<file path="config.mk">
export PLATFORM = sky130hd
export DESIGN_NAME = fetch_sequencer
export DESIGN_NICKNAME = d
export VERILOG_FILES = /design/src/rtl/fetch_sequencer.sv
export SDC_FILE = /design/constraint.sdc
export NUM_CORES = 1
export LEC_CHECK = 0
export ABC_AREA = 1
export BUFFER_PORTS_ARGS = -buffer_cell sky130_fd_sc_hd__buf_2
export CAP_MARGIN = 20
export CORE_MARGIN = 1
export CORE_UTILIZATION = 43
export DETAILED_ROUTE_END_ITERATION = 8
export GPL_TIMING_DRIVEN = 0
export PLACE_DENSITY = 0.69
export SKIP_LAST_GASP = 1
export SLEW_MARGIN = 25
export SYNTH_ARGS = -nofsm -noshare
export SYNTH_HDL_FRONTEND = slang
export SYNTH_SLANG_ARGS = --single-unit
</file>
<file path="constraint.sdc">
create_clock -name clk -period 3.2 [get_ports clk]
set_input_delay 0.48 -clock clk [delete_from_list [all_inputs] [get_ports clk]]
set_output_delay 0.48 -clock clk [all_outputs]
set_load 0.005 [all_outputs]
</file>
<file path="src/rtl/fetch_sequencer.sv">
// rtl/fetch_sequencer.sv - pipelined instruction fetch sequencer with prefetch FIFO
//
// Purpose: issues instruction-memory reads from a PC register, tracks the
// MEM_LATENCY-cycle return pipe, buffers returned words in a FIFO_DEPTH-entry
// FIFO and hands them to decode over a valid/accept handshake. Supports
// start, halt (with drain of in-flight reads) and branch redirect, which
// kills in-flight reads and flushes the FIFO.
//
// Optional feature macro: FETCH_PERF_CNT_EN (adds fetch_count/stall_count).
//
// Ports:
//   clk, reset              clock (rising edge), async active-low reset
//   start, halt             begin/resume and stop fetching
//   branch_en/target        redirect pc, kill in-flight reads, flush FIFO
//   im_addr/im_rd_en        registered instruction memory read request
//   im_rdata                instruction memory read data
//   ir_valid/ir_data        FIFO head towards decode
//   ir_accept               decode takes ir_data this cycle
//   pc_out                  next address to be fetched
//   fetch_count/stall_count 16-bit saturating counters (FETCH_PERF_CNT_EN)
//   running                 high in RUN state
module fetch_sequencer #(
   parameter int                  IR_width    = 12,
   parameter int                  Im_width    = 8,
   parameter int                  MEM_LATENCY = 1,
   parameter int                  FIFO_DEPTH  = 2,
   parameter logic [Im_width-1:0] PC_RESET    = '0
) (
   input  logic                clk,
   input  logic                reset,
   input  logic                start,
   input  logic                halt,
   input  logic                branch_en,
   input  logic [Im_width-1:0] branch_target,
   output logic [Im_width-1:0] im_addr,
   output logic                im_rd_en,
   input  logic [IR_width-1:0] im_rdata,
   output logic                ir_valid,
   output logic [IR_width-1:0] ir_data,
   input  logic                ir_accept,
   output logic [Im_width-1:0] pc_out,
`ifdef FETCH_PERF_CNT_EN
   output logic [15:0]         fetch_count,
   output logic [15:0]         stall_count,
`endif
   output logic                running
);

   localparam int PTR_W = (FIFO_DEPTH > 1) ? $clog2(FIFO_DEPTH) : 1;
   localparam int CNT_W = $clog2(FIFO_DEPTH + 1);
   localparam int SUM_W = $clog2(FIFO_DEPTH + MEM_LATENCY + 2) + 1;

   typedef enum logic [1:0] {S_IDLE, S_RUN, S_DRAIN, S_HALTED} state_t;

   state_t                state_q, state_d;
   logic                  running_q;
   logic [Im_width-1:0]   pc_q, pc_d;
   logic [Im_width-1:0]   im_addr_q;
   logic                  im_rd_en_q;
   logic [MEM_LATENCY-1:0] vld_q, vld_d;
   logic [IR_width-1:0]   fifo_q [FIFO_DEPTH];
   logic [PTR_W-1:0]      rd_ptr_q, rd_ptr_d, rd_ptr_nxt;
   logic [PTR_W-1:0]      wr_ptr_q, wr_ptr_d;
   logic [CNT_W-1:0]      count_q, count_d;
   logic [IR_width-1:0]   ir_data_q, ir_data_d;
   logic [SUM_W-1:0]      inflight, reserved;
   logic                  issue, push, pop;

   // Handshake and issue decision. A read reserves a FIFO slot from issue
   // until it is popped; the slot freed by this cycle's pop is counted as
   // available, which is still exact because pushes can only add words.
   always_comb begin
      pop      = (count_q != '0) && ir_accept && !branch_en;
      push     = vld_q[MEM_LATENCY-1] && !branch_en;
      inflight = SUM_W'(im_rd_en_q);
      for (int i = 0; i < MEM_LATENCY; i++) begin
         inflight = inflight + SUM_W'(vld_q[i]);
      end
      reserved = SUM_W'(count_q) + inflight - SUM_W'(pop);
      issue    = (state_q == S_RUN) && !halt && !branch_en &&
                 (reserved < SUM_W'(FIFO_DEPTH));
   end

   always_comb begin
      state_d = state_q;
      case (state_q)
         S_IDLE:   if (start)          state_d = S_RUN;
         S_RUN:    if (halt)           state_d = S_DRAIN;
         S_DRAIN:  if (inflight == '0) state_d = S_HALTED;
         S_HALTED: if (start && !halt) state_d = S_RUN;
         default:                      state_d = S_IDLE;
      endcase
   end

   always_comb begin
      pc_d = pc_q;
      if (branch_en) begin
         pc_d = branch_target;
      end else if (issue) begin
         pc_d = pc_q + Im_width'(1);
      end

      // The read strobed this cycle enters the tracking pipe next cycle;
      // a branch clears the pipe so killed reads are never pushed.
      vld_d    = vld_q << 1;
      vld_d[0] = im_rd_en_q;
      if (branch_en) begin
         vld_d = '0;
      end

      rd_ptr_nxt = rd_ptr_q + PTR_W'(1);
      rd_ptr_d   = pop ? rd_ptr_nxt : rd_ptr_q;
      wr_ptr_d   = wr_ptr_q + PTR_W'(push);
      count_d    = count_q + CNT_W'(push) - CNT_W'(pop);

      // ir_data is a register so it holds its last value once the FIFO
      // drains; it loads whatever becomes the new head.
      ir_data_d = ir_data_q;
      if (pop) begin
         if (count_q > CNT_W'(1)) begin
            ir_data_d = fifo_q[rd_ptr_nxt];
         end else if (push) begin
            ir_data_d = im_rdata;
         end
      end else if (push && (count_q == '0)) begin
         ir_data_d = im_rdata;
      end

      if (branch_en) begin
         rd_ptr_d = '0;
         wr_ptr_d = '0;
         count_d  = '0;
      end
   end

   always_ff @(posedge clk or negedge reset) begin
      if (!reset) begin
         state_q    <= S_IDLE;
         running_q  <= 1'b0;
         pc_q       <= PC_RESET;
         im_addr_q  <= '0;
         im_rd_en_q <= 1'b0;
         vld_q      <= '0;
         rd_ptr_q   <= '0;
         wr_ptr_q   <= '0;
         count_q    <= '0;
         ir_data_q  <= '0;
      end else begin
         state_q    <= state_d;
         running_q  <= (state_d == S_RUN);
         pc_q       <= pc_d;
         im_rd_en_q <= issue;
         if (issue) begin
            im_addr_q <= pc_q;
         end
         vld_q      <= vld_d;
         rd_ptr_q   <= rd_ptr_d;
         wr_ptr_q   <= wr_ptr_d;
         count_q    <= count_d;
         ir_data_q  <= ir_data_d;
      end
   end

   // FIFO storage needs no reset: count_q alone defines which slots are live.
   always_ff @(posedge clk) begin
      if (push) begin
         fifo_q[wr_ptr_q] <= im_rdata;
      end
   end

`ifdef FETCH_PERF_CNT_EN
   logic [15:0] fetch_cnt_q;
   logic [15:0] stall_cnt_q;

   always_ff @(posedge clk or negedge reset) begin
      if (!reset) begin
         fetch_cnt_q <= '0;
         stall_cnt_q <= '0;
      end else begin
         if (issue && (fetch_cnt_q != 16'hFFFF)) begin
            fetch_cnt_q <= fetch_cnt_q + 16'd1;
         end
         if ((state_q == S_RUN) && (count_q == '0) && (stall_cnt_q != 16'hFFFF)) begin
            stall_cnt_q <= stall_cnt_q + 16'd1;
         end
      end
   end

   assign fetch_count = fetch_cnt_q;
   assign stall_count = stall_cnt_q;
`else
   // Counters are not built in this configuration.
`endif

   assign im_addr  = im_addr_q;
   assign im_rd_en = im_rd_en_q;
   assign ir_valid = (count_q != '0);
   assign ir_data  = ir_data_q;
   assign pc_out   = pc_q;
   assign running  = running_q;

endmodule

</file>
==> metrics.log, run 1 <==
[metrics] Slew headroom: 0.443
[metrics] largest voltage drop on the vdd net: 0.369 mV
[metrics] overflow left after global routing: 0
[metrics] critical path required time: 3420 ps
[metrics] Final Cycle Share: 0.828
[metrics] clock-pin slew on the worst setup and hold paths: 80 ps
[metrics] CTS tree: built
[metrics] number of ports placed on the die boundary: 57
[metrics] Critical Path Source Type: flip-flop
[metrics] Yosys top cell by area: sky130_fd_sc_hd__dfrtp_1
[metrics] synthesis-to-finish area growth: 22.1%
[metrics] library cell used as clock root buffer: sky130_fd_sc_hd__clkbuf_8
[metrics] antenna fix cells: 0
[metrics] antenna violations before repair: 0
[metrics] via count: 2,169
[metrics] most common library cell in the layout ignoring fill and taps: sky130_fd_sc_hd__buf_2
[metrics] post-route antenna net violation count: 0
[metrics] sequential group share of total power: 0.439
[metrics] largest fanout on the critical path: 10
[metrics] area of the placeable core: 0.00646 sq mm
[metrics] drt total wl: 5930 um
[metrics] mean routed wirelength per cell: 13.5 um
[metrics] Via density: 4.95
[metrics] max-cap violation count: 0
[metrics] All-Layer GR Usage: 0.186
[metrics] number of buffers created by CTS: 9
[metrics] Die Outline Area: 0.00712 sq mm
[metrics] CTS H-tree lvls: 3
[metrics] switching power of the nets: 638 uW
[metrics] Critical Path Source: im_rd_en
[metrics] crit end category: flip-flop
[metrics] status: finished, violations left
[metrics] placer congestion estimate: 0.851
[metrics] Leak Pwr: 0.00167 uW
[metrics] total negative slack for setup checks: 0 ps
[metrics] capture instance of the worst register-to-register path: im_addr[1]
[metrics] CTS resizes: 0
[metrics] measured slew at the worst slew-check pin: 835 ps
[metrics] per-instance average area after synthesis: 10.1 sq um
[metrics] Max Transition Viols Final: 0
[metrics] total power density per cell area: 680 mW/mm^2
[metrics] type of the worst setup path: flip-flop to flip-flop
[metrics] insertion delay of the later-clocked pin in the worst-skew pair: 340 ps
[metrics] most used cells in the layout excluding fill and tap cells: sky130_fd_sc_hd__buf_2, sky130_fd_sc_hd__nand2_1, sky130_fd_sc_hd__dfrtp_1
[metrics] arrival time worst endpoint: 2870 ps
[metrics] Clock Power Share: 0.378
[metrics] Die Wd: 84.4 um
[metrics] wire length of the first global-routing pass: 10,400 um
[metrics] Sw Share: 0.263
[metrics] class of the tightest hold or removal check: input port to async pin
[metrics] FF-to-FF Start: im_rd_en
[metrics] count of TritonRoute iterations in the first routing pass: 6
[metrics] reg2reg setup slack: 550 ps
[metrics] share of the synthesized area in the top cell type: 0.317
[metrics] row cnt: 29
[metrics] library cells used by synthesis: 32
[metrics] number of synthesized flops with an enable pin: 24
[metrics] cells taking the most area after synthesis: sky130_fd_sc_hd__dfrtp_1, sky130_fd_sc_hd__edfxtp_1, sky130_fd_sc_hd__nand2_1
[metrics] Final Net Count: 392
[metrics] final setup fails: 0
[metrics] Worst Skew: 14.5 ps
[metrics] remaining design rule violation count: 11
[metrics] most common flop cell mapped by yosys: sky130_fd_sc_hd__dfrtp_1
[metrics] starting density of the core: 0.452
[metrics] failing checks: design-rule violations
[metrics] largest net degree at the start of global routing: 38
[metrics] IO buf count: 56
[metrics] internal power of the cells: 1790 uW
[metrics] Starting DRT DRC Count: 96
[metrics] combinational cell fraction of total power: 0.183
[metrics] via count of the first global-routing pass: 2,264
[metrics] number of synthesized register bits: 61
[metrics] post-synthesis net count: 325
[metrics] number of buffers inserted for hold repair after clock tree synthesis: 0
[metrics] Post-Synthesis Cell Area: 0.00292 sq mm
[metrics] total chip power: 2420 uW
[metrics] share of layout cells above drive strength 1: 0.296
[metrics] setup repair after global routing missed its margin: false
[metrics] share of flip-flops with an asynchronous set or reset: 0.607
[metrics] # clock sinks: 61
[metrics] Post-CTS Setup Repair Bufs: 0
[metrics] number of standard cells after synthesis: 289
[metrics] Clock Path Buffers: 2
[metrics] post-synthesis sequential area ratio: 0.564
[metrics] Fmax: 0.377 GHz
[metrics] minimum clock period: 2650 ps
[metrics] final-report hold violation count: 0
[metrics] hpwl dp: 4100 um
[metrics] worst setup path endpoint: im_addr[1]
[metrics] total of fill cells in the finished design: 577
[metrics] r2r worst-path depth: 11
[metrics] Die Span Y: 84.4 um
[metrics] count of synthesis-stage warnings from yosys: 0
## how the worst min path moves through the flow
| stage | from | cells after the start | slack (ps) | end |
|---|---|---|---|---|
| finish | reset | 1 | 230 | ir_data[9] |
| CTS | reset | 1 | 280 | ir_data[9] |
| detailed placement | im_addr[2] | 2 | 460 | im_addr[2] |
| global placement | im_addr[1] | 2 | 460 | im_addr[1] |
| floorplan | reset | 0 | 180 | count_q[0] |
| global route | reset | 1 | 320 | ir_data[9] |
## metal layers
layer	track usage	share of wire	routed length [um]	vias up
li1	-	-	-	1082
met2	0.309	0.50	2940	65
met5	0	0	0	-
met1	0.236	0.45	2660	1022
met4	0.0586	0	0	0
met3	0.0560	0.055	328	0
## synthesized netlist by cell type (6+ instances only)
cell type	number
sky130_fd_sc_hd__inv_1	32
sky130_fd_sc_hd__nand2_2	7
sky130_fd_sc_hd__xor2_1	6
sky130_fd_sc_hd__o211ai_1	12
sky130_fd_sc_hd__nand3_1	6
sky130_fd_sc_hd__nor2_1	35
sky130_fd_sc_hd__ha_1	9
sky130_fd_sc_hd__o21ai_0	27
sky130_fd_sc_hd__nand2_1	48
sky130_fd_sc_hd__edfxtp_1	24
sky130_fd_sc_hd__nand3_2	8
sky130_fd_sc_hd__dfrtp_1	37
## area by class of cell
class,count,area [sq um],area share
inverters,35,131,0.0369
flip-flops and latches,61,1650,0.462
clock buffers,9,124,0.0347
well taps,77,96.3,0.0270
clock inverters,7,145,0.0407
multi-input cells,182,1070,0.301
plain buffers,11,68.8,0.0193
repair buffers,56,280,0.0786
## through the flow
stage,instance area (sq um),util,instances,setup WS (ps),hold WS [ps]
after floorplan,2920,-,289,747,184
after global placement,3300,0.510,422,631,461
after global routing,3560,0.552,438,380,319
after detailed placement,3300,0.510,422,575,460
final,3560,0.552,438,550,225
after CTS,3560,0.552,438,546,276
## cells by family (layout without fill, tap and decap cells)
group	Yosys count	after routing	synth area share
DFF	61	61	0.564
AOI/OAI and AO/OA	53	53	0.113
xor gates and xnor gates	8	8	0.0240
adders and majority gates	10	10	0.0454
buffers and inverters	46	118	0.0686
and+or+nand+nor	111	111	0.185
## power by group through the flow
| stage | Clock (uW) | Sequential [uW] | Combinational, uW |
|---|---|---|---|
| global placement | 0 | 1070 | 438 |
| global route | 961 | 1080 | 507 |
| CTS | 933 | 1060 | 452 |
| finish | 916 | 1060 | 443 |
| detailed placement | 0 | 1080 | 451 |
| floorplan | 0 | 1090 | 214 |
## critical path, cell delays in order (launching register included)
cell	delay, ps
sky130_fd_sc_hd__dfrtp_1	380
sky130_fd_sc_hd__inv_1	70
sky130_fd_sc_hd__ha_1	330
sky130_fd_sc_hd__inv_1	60
sky130_fd_sc_hd__nand4_1	200
sky130_fd_sc_hd__a21oi_1	240
sky130_fd_sc_hd__fa_1	460
sky130_fd_sc_hd__nor4_2	380
sky130_fd_sc_hd__nand2_4	120
sky130_fd_sc_hd__buf_6	170
sky130_fd_sc_hd__nand2_1	60
sky130_fd_sc_hd__nand2_1	50
## sequential cells by signal, indices dropped and copies added (netlist names)
register  cells
im_addr       8
count_q       2
pc_out        8
ir_data      12
running       1
fifo_q       24
rd_ptr_q      1
wr_ptr_q      1
vld_q         1
state_q       2
im_rd_en      1
(Power assumes the default switching activity.)
==> inputs of run 2 (changes only) <==
ABC_AREA = 0   (was 1)
PLACE_DENSITY = 0.71   (was 0.69)
clock period = 2.2 ns   (was 3.2 ns; I/O delays follow)
==> run 2 against run 1 <==
Against the previous run: the flow finishes with violations (negative setup slack); die area shrank 3.8%; worst setup slack lost 1200 ps; total power grew 40%; non-clock buffer count grew 10; via count shrank 5.4%; synthesized cell count shrank 17%; worst hold slack lost 120 ps; wire length grew 2.5%; clock power grew 6.2%; flip-flop and latch count is the same; sequential power grew 49%; critical endpoint is now pc_out[6]; highest routed layer is now met4.
==> metrics.log, run 2 <==
[metrics] main combinational cell family by area after synthesis: simple AND/OR/NAND/NOR gates
[metrics] cells taking the most area after synthesis: sky130_fd_sc_hd__dfrtp_1, sky130_fd_sc_hd__edfxtp_1, sky130_fd_sc_hd__mux2i_1
[metrics] All-Layer GR Usage: 0.192 (+0.00592)
[metrics] most common library cell in the layout ignoring fill and taps: sky130_fd_sc_hd__buf_2
[metrics] Via density: 5.13 (+3.5%)
[metrics] CTS H-tree lvls: 3 (unchanged)
[metrics] final setup fails: 17 (+17)
[metrics] combinational cell fraction of total power: 0.247 (+0.064)
[metrics] IO buf count: 55 (-1.8%)
[metrics] r2r worst-path depth: 11 (unchanged)
[metrics] Starting DRT DRC Count: 84 (-13%)
[metrics] number of buffers created by CTS: 9 (unchanged)
[metrics] family with the most delay on the worst path: simple AND/OR/NAND/NOR gates
[metrics] setup repair after global routing missed its margin: true
[metrics] largest fanout on the critical path: 4 (-6)
[metrics] number of buffers inserted for hold repair after clock tree synthesis: 0 (unchanged)
[metrics] per-instance average area after synthesis: 11.7 sq um (+16%)
[metrics] Buf/Inv on CP: 2 (-1)
[metrics] most common flop cell mapped by yosys: sky130_fd_sc_hd__dfrtp_1
[metrics] synthesized-area fraction occupied by adder cells: 0.0473 (+0.00184)
[metrics] arrival time worst endpoint: 3120 ps (+250 ps)
[metrics] max-cap violation count: 0 (unchanged)
[metrics] internal power of the cells: 2420 uW (+35%)
[metrics] insertion delay of the later-clocked pin in the worst-skew pair: 340 ps (about the same)
[metrics] worst-path cell chain: inv_2 > ha_4 > nand4bb_4 > o21ai_4 > fa_2 > nor4b_4 > buf_4 > and3_4 > nand4_1 > or3_1 > a31oi_1
[metrics] largest voltage drop on the vdd net: 0.648 mV (+76%)
[metrics] wire length of the first global-routing pass: 9340 um (-11%)
[metrics] commonest cells in the synthesized netlist: sky130_fd_sc_hd__dfrtp_1, sky130_fd_sc_hd__nand2_1, sky130_fd_sc_hd__nor2_1, sky130_fd_sc_hd__edfxtp_1, sky130_fd_sc_hd__o21ai_0
[metrics] measured slew at the worst slew-check pin: 873 ps (+38.4 ps)
[metrics] post-route core utilization: 0.560 (+0.00833)
[metrics] share of flip-flops with an asynchronous set or reset: 0.607 (unchanged)
[metrics] number of ports placed on the die boundary: 57 (unchanged)
[metrics] critical path required time: 2460 ps (-960 ps)
[metrics] Sw Share: 0.285 (+0.0217)
[metrics] post-route antenna net violation count: 0 (unchanged)
[metrics] Die Wd: 82.8 um (-1.9%)
[metrics] reg2reg setup slack: -660 ps (-1210 ps)
[metrics] Worst Skew: 8.07 ps (-6.44 ps)
[metrics] switching power of the nets: 964 uW (+51%)
[metrics] number of placed instances, taps included: 371 (-12%)
[metrics] count of synthesis-stage warnings from yosys: 0 (unchanged)
[metrics] minimum clock period: 2860 ps (+207 ps)
[metrics] Final Worst Setup Slack: -657 ps (-1210 ps)
[metrics] Leak Pwr: 0.00154 uW (-7.7%)
[metrics] Yosys top cell by area: sky130_fd_sc_hd__dfrtp_1
[metrics] CTS tree: built
[metrics] Die Outline Area: 0.00685 sq mm (-3.8%)
[metrics] via count of the first global-routing pass: 1,910 (-16%)
[metrics] complex-gate fraction of the synthesized area: 0.0977 (-0.0150)
[metrics] mean routed wirelength per cell: 15.2 um (+12%)
[metrics] remaining design rule violation count: 0 (-11)
[metrics] total chip power: 3380 uW (+40%)
[metrics] number of synthesized register bits: 61 (unchanged)
[metrics] placer congestion estimate: 0.788 (-7.4%)
[metrics] most instantiated library cell after synthesis: sky130_fd_sc_hd__dfrtp_1
[metrics] synthesis-to-finish area growth: 26.1%
[metrics] post-synthesis share of cell area spent on xor and xnor gates: 0.00937 (-0.0146)
[metrics] Post-Synthesis Cell Area: 0.00281 sq mm (-3.9%)
[metrics] library cell used as clock root buffer: sky130_fd_sc_hd__clkbuf_8
[metrics] total of fill cells in the finished design: 576 (-0.17%)
[metrics] post-synthesis net count: 275 (-15%)
[metrics] final-report hold violation count: 0 (unchanged)
[metrics] area of the placeable core: 0.00631 sq mm (-2.2%)
[metrics] Clock Power Share: 0.288 (-0.090)
[metrics] share of synthesized cell area in and, or, nand and nor gates: 0.134 (-0.0509)
[metrics] clock-pin slew on the worst setup and hold paths: 70 ps (about the same)
[metrics] crit end category: flip-flop
[metrics] class of the tightest hold or removal check: input port to async pin
[metrics] type of the worst setup path: flip-flop to flip-flop
[metrics] number of synthesized flops with an enable pin: 24 (unchanged)
[metrics] Fmax: 0.350 GHz (-7.2%)
[metrics] post-synthesis sequential area ratio: 0.587 (+0.0229)
[metrics] Max Transition Viols Final: 0 (unchanged)
[metrics] Critical Path Source: im_rd_en
[metrics] antenna fix cells: 0 (unchanged)
[metrics] largest net degree at the start of global routing: 38 (unchanged)
[metrics] failing checks: negative setup slack
[metrics] # clock sinks: 61 (unchanged)
[metrics] FF-to-FF Start: im_rd_en
[metrics] Crit path largest cell delay: 490 ps (+30 ps)
[metrics] library cells used by synthesis: 33 (+3.1%)
[metrics] row cnt: 29 (unchanged)
[metrics] Clock Path Buffers: 2 (unchanged)
[metrics] flip-flop count of the largest register after layout: 24 (unchanged)
[metrics] count of TritonRoute iterations in the first routing pass: 4 (-2)
[metrics] hpwl dp: 3970 um (-3.2%)
[metrics] Final Net Count: 354 (-9.7%)
[metrics] status: finished, violations left
[metrics] cell at the slowest stage of the critical path: sky130_fd_sc_hd__fa_2
[metrics] antenna violations before repair: 0 (unchanged)
[metrics] Critical Path Source Type: flip-flop
[metrics] number of standard cells in the final layout excluding fillers: 400 (-8.7%)
[metrics] capture instance of the worst register-to-register path: pc_out[6]
[metrics] largest register by flop count: fifo_q
[metrics] Slew headroom: 0.418 (-0.0256)
[metrics] sequential group share of total power: 0.466 (+0.027)
[metrics] share of layout cells above drive strength 1: 0.350 (+0.0534)
[metrics] share of the synthesized area in the top cell type: 0.330 (+0.0129)
[metrics] most used cells in the layout excluding fill and tap cells: sky130_fd_sc_hd__buf_2, sky130_fd_sc_hd__dfrtp_1, sky130_fd_sc_hd__nand2_1, sky130_fd_sc_hd__nor2_1, sky130_fd_sc_hd__edfxtp_1
[metrics] mux contribution to synthesized area: 0.0892 (+0.0892)
[metrics] Final Cycle Share: 1.30 (+0.471)
[metrics] starting density of the core: 0.444 (-0.00764)
[metrics] Die Span Y: 82.8 um (-1.9%)
[metrics] total power density per cell area: 956 mW/mm^2 (+41%)
[metrics] overflow left after global routing: 0 (unchanged)
[metrics] number of standard cells after synthesis: 239 (-17%)
[metrics] drt total wl: 6080 um (+2.5%)
[metrics] via count: 2,051 (-5.4%)
run 2: cell types whose count changed after synthesis, moves of 8 or more:
cell / change
sky130_fd_sc_hd__mux2i_1: +13
sky130_fd_sc_hd__inv_1: -23
sky130_fd_sc_hd__mux2_4: +8
sky130_fd_sc_hd__o211ai_1: -12
sky130_fd_sc_hd__nand2_1: -23
sky130_fd_sc_hd__nand3_2: -8
sky130_fd_sc_hd__nor2_1: -10
sky130_fd_sc_hd__a21oi_1: +11
run 2: power by group through the flow:
stage / registers, uW / clock network, uW / logic, uW
after detailed placement: 1600 / 0 / 763
after CTS: 1580 / 993 / 808
after global placement: 1580 / 0 / 744
after global routing: 1610 / 1040 / 943
final: 1580 / 973 / 834
after floorplan: 1600 / 0 / 416
run 2: worst max-delay path by stage:
stage	end	cells after the start
final	pc_out[6]	11
after global routing	pc_out[6]	11
after CTS	pc_out[6]	10
after detailed placement	im_addr[5]	11
after global placement	im_addr[6]	11
after floorplan	im_addr[0]	10
run 2: layout make-up:
class / count / area, sq um / area share
tap: 77 / 96.3 / 0.0272
clock buffer: 10 / 128 / 0.0361
sequential: 61 / 1650 / 0.466
inverter: 10 / 38.8 / 0.0110
multi-input combinational: 159 / 1140 / 0.321
clock inverter: 6 / 63.8 / 0.0180
buffer: 9 / 51.3 / 0.0145
timing repair buffer: 68 / 377 / 0.106
run 2: worst register-to-register path, stage by stage (launching register included):
cell                        delay, ps
sky130_fd_sc_hd__dfrtp_1          410
sky130_fd_sc_hd__inv_2             90
sky130_fd_sc_hd__ha_4             200
sky130_fd_sc_hd__nand4bb_4        230
sky130_fd_sc_hd__o21ai_4          100
sky130_fd_sc_hd__fa_2             490
sky130_fd_sc_hd__nor4b_4          270
sky130_fd_sc_hd__buf_4            170
sky130_fd_sc_hd__and3_4           200
sky130_fd_sc_hd__nand4_1          120
sky130_fd_sc_hd__or3_1            330
sky130_fd_sc_hd__a31oi_1          170
run 2: through the flow:
stage | hold slack [ps] | TNS (ps) | worst slack, ps | cell area (sq um)
3_3_place_gp | 456 | -15590 | -902 | 3210
3_5_place_dp | 466 | -16360 | -904 | 3210
5_1_grt | 179 | -11380 | -794 | 3540
2_1_floorplan | 34.4 | -8880 | -679 | 2840
6_report | 106 | -9660 | -657 | 3540
4_1_cts | 137 | -10790 | -748 | 3460
run 2: kinds of logic after synthesis:
family          count (synthesis)
buf+inv                        20
fa+ha+maj                      10
mux                            21
xor+xnor                        3
flops                          61
simple gates                   75
compound gates                 49
run 2: per-layer routing:
metal	part of all wire	vias to the layer above	global-route usage
li1	-	1001	-
met2	0.50	59	0.324
met4	0.0063	0	0.0500
met5	0	-	0
met3	0.057	6	0.0743
met1	0.44	985	0.229
run 2: what timing repair did:
action                     CTS  global route
gates resized for setup      3             8
setup endpoints to repair   17            29
pin swaps                    7             4
gates cloned                 1             0
setup buffers                8             5
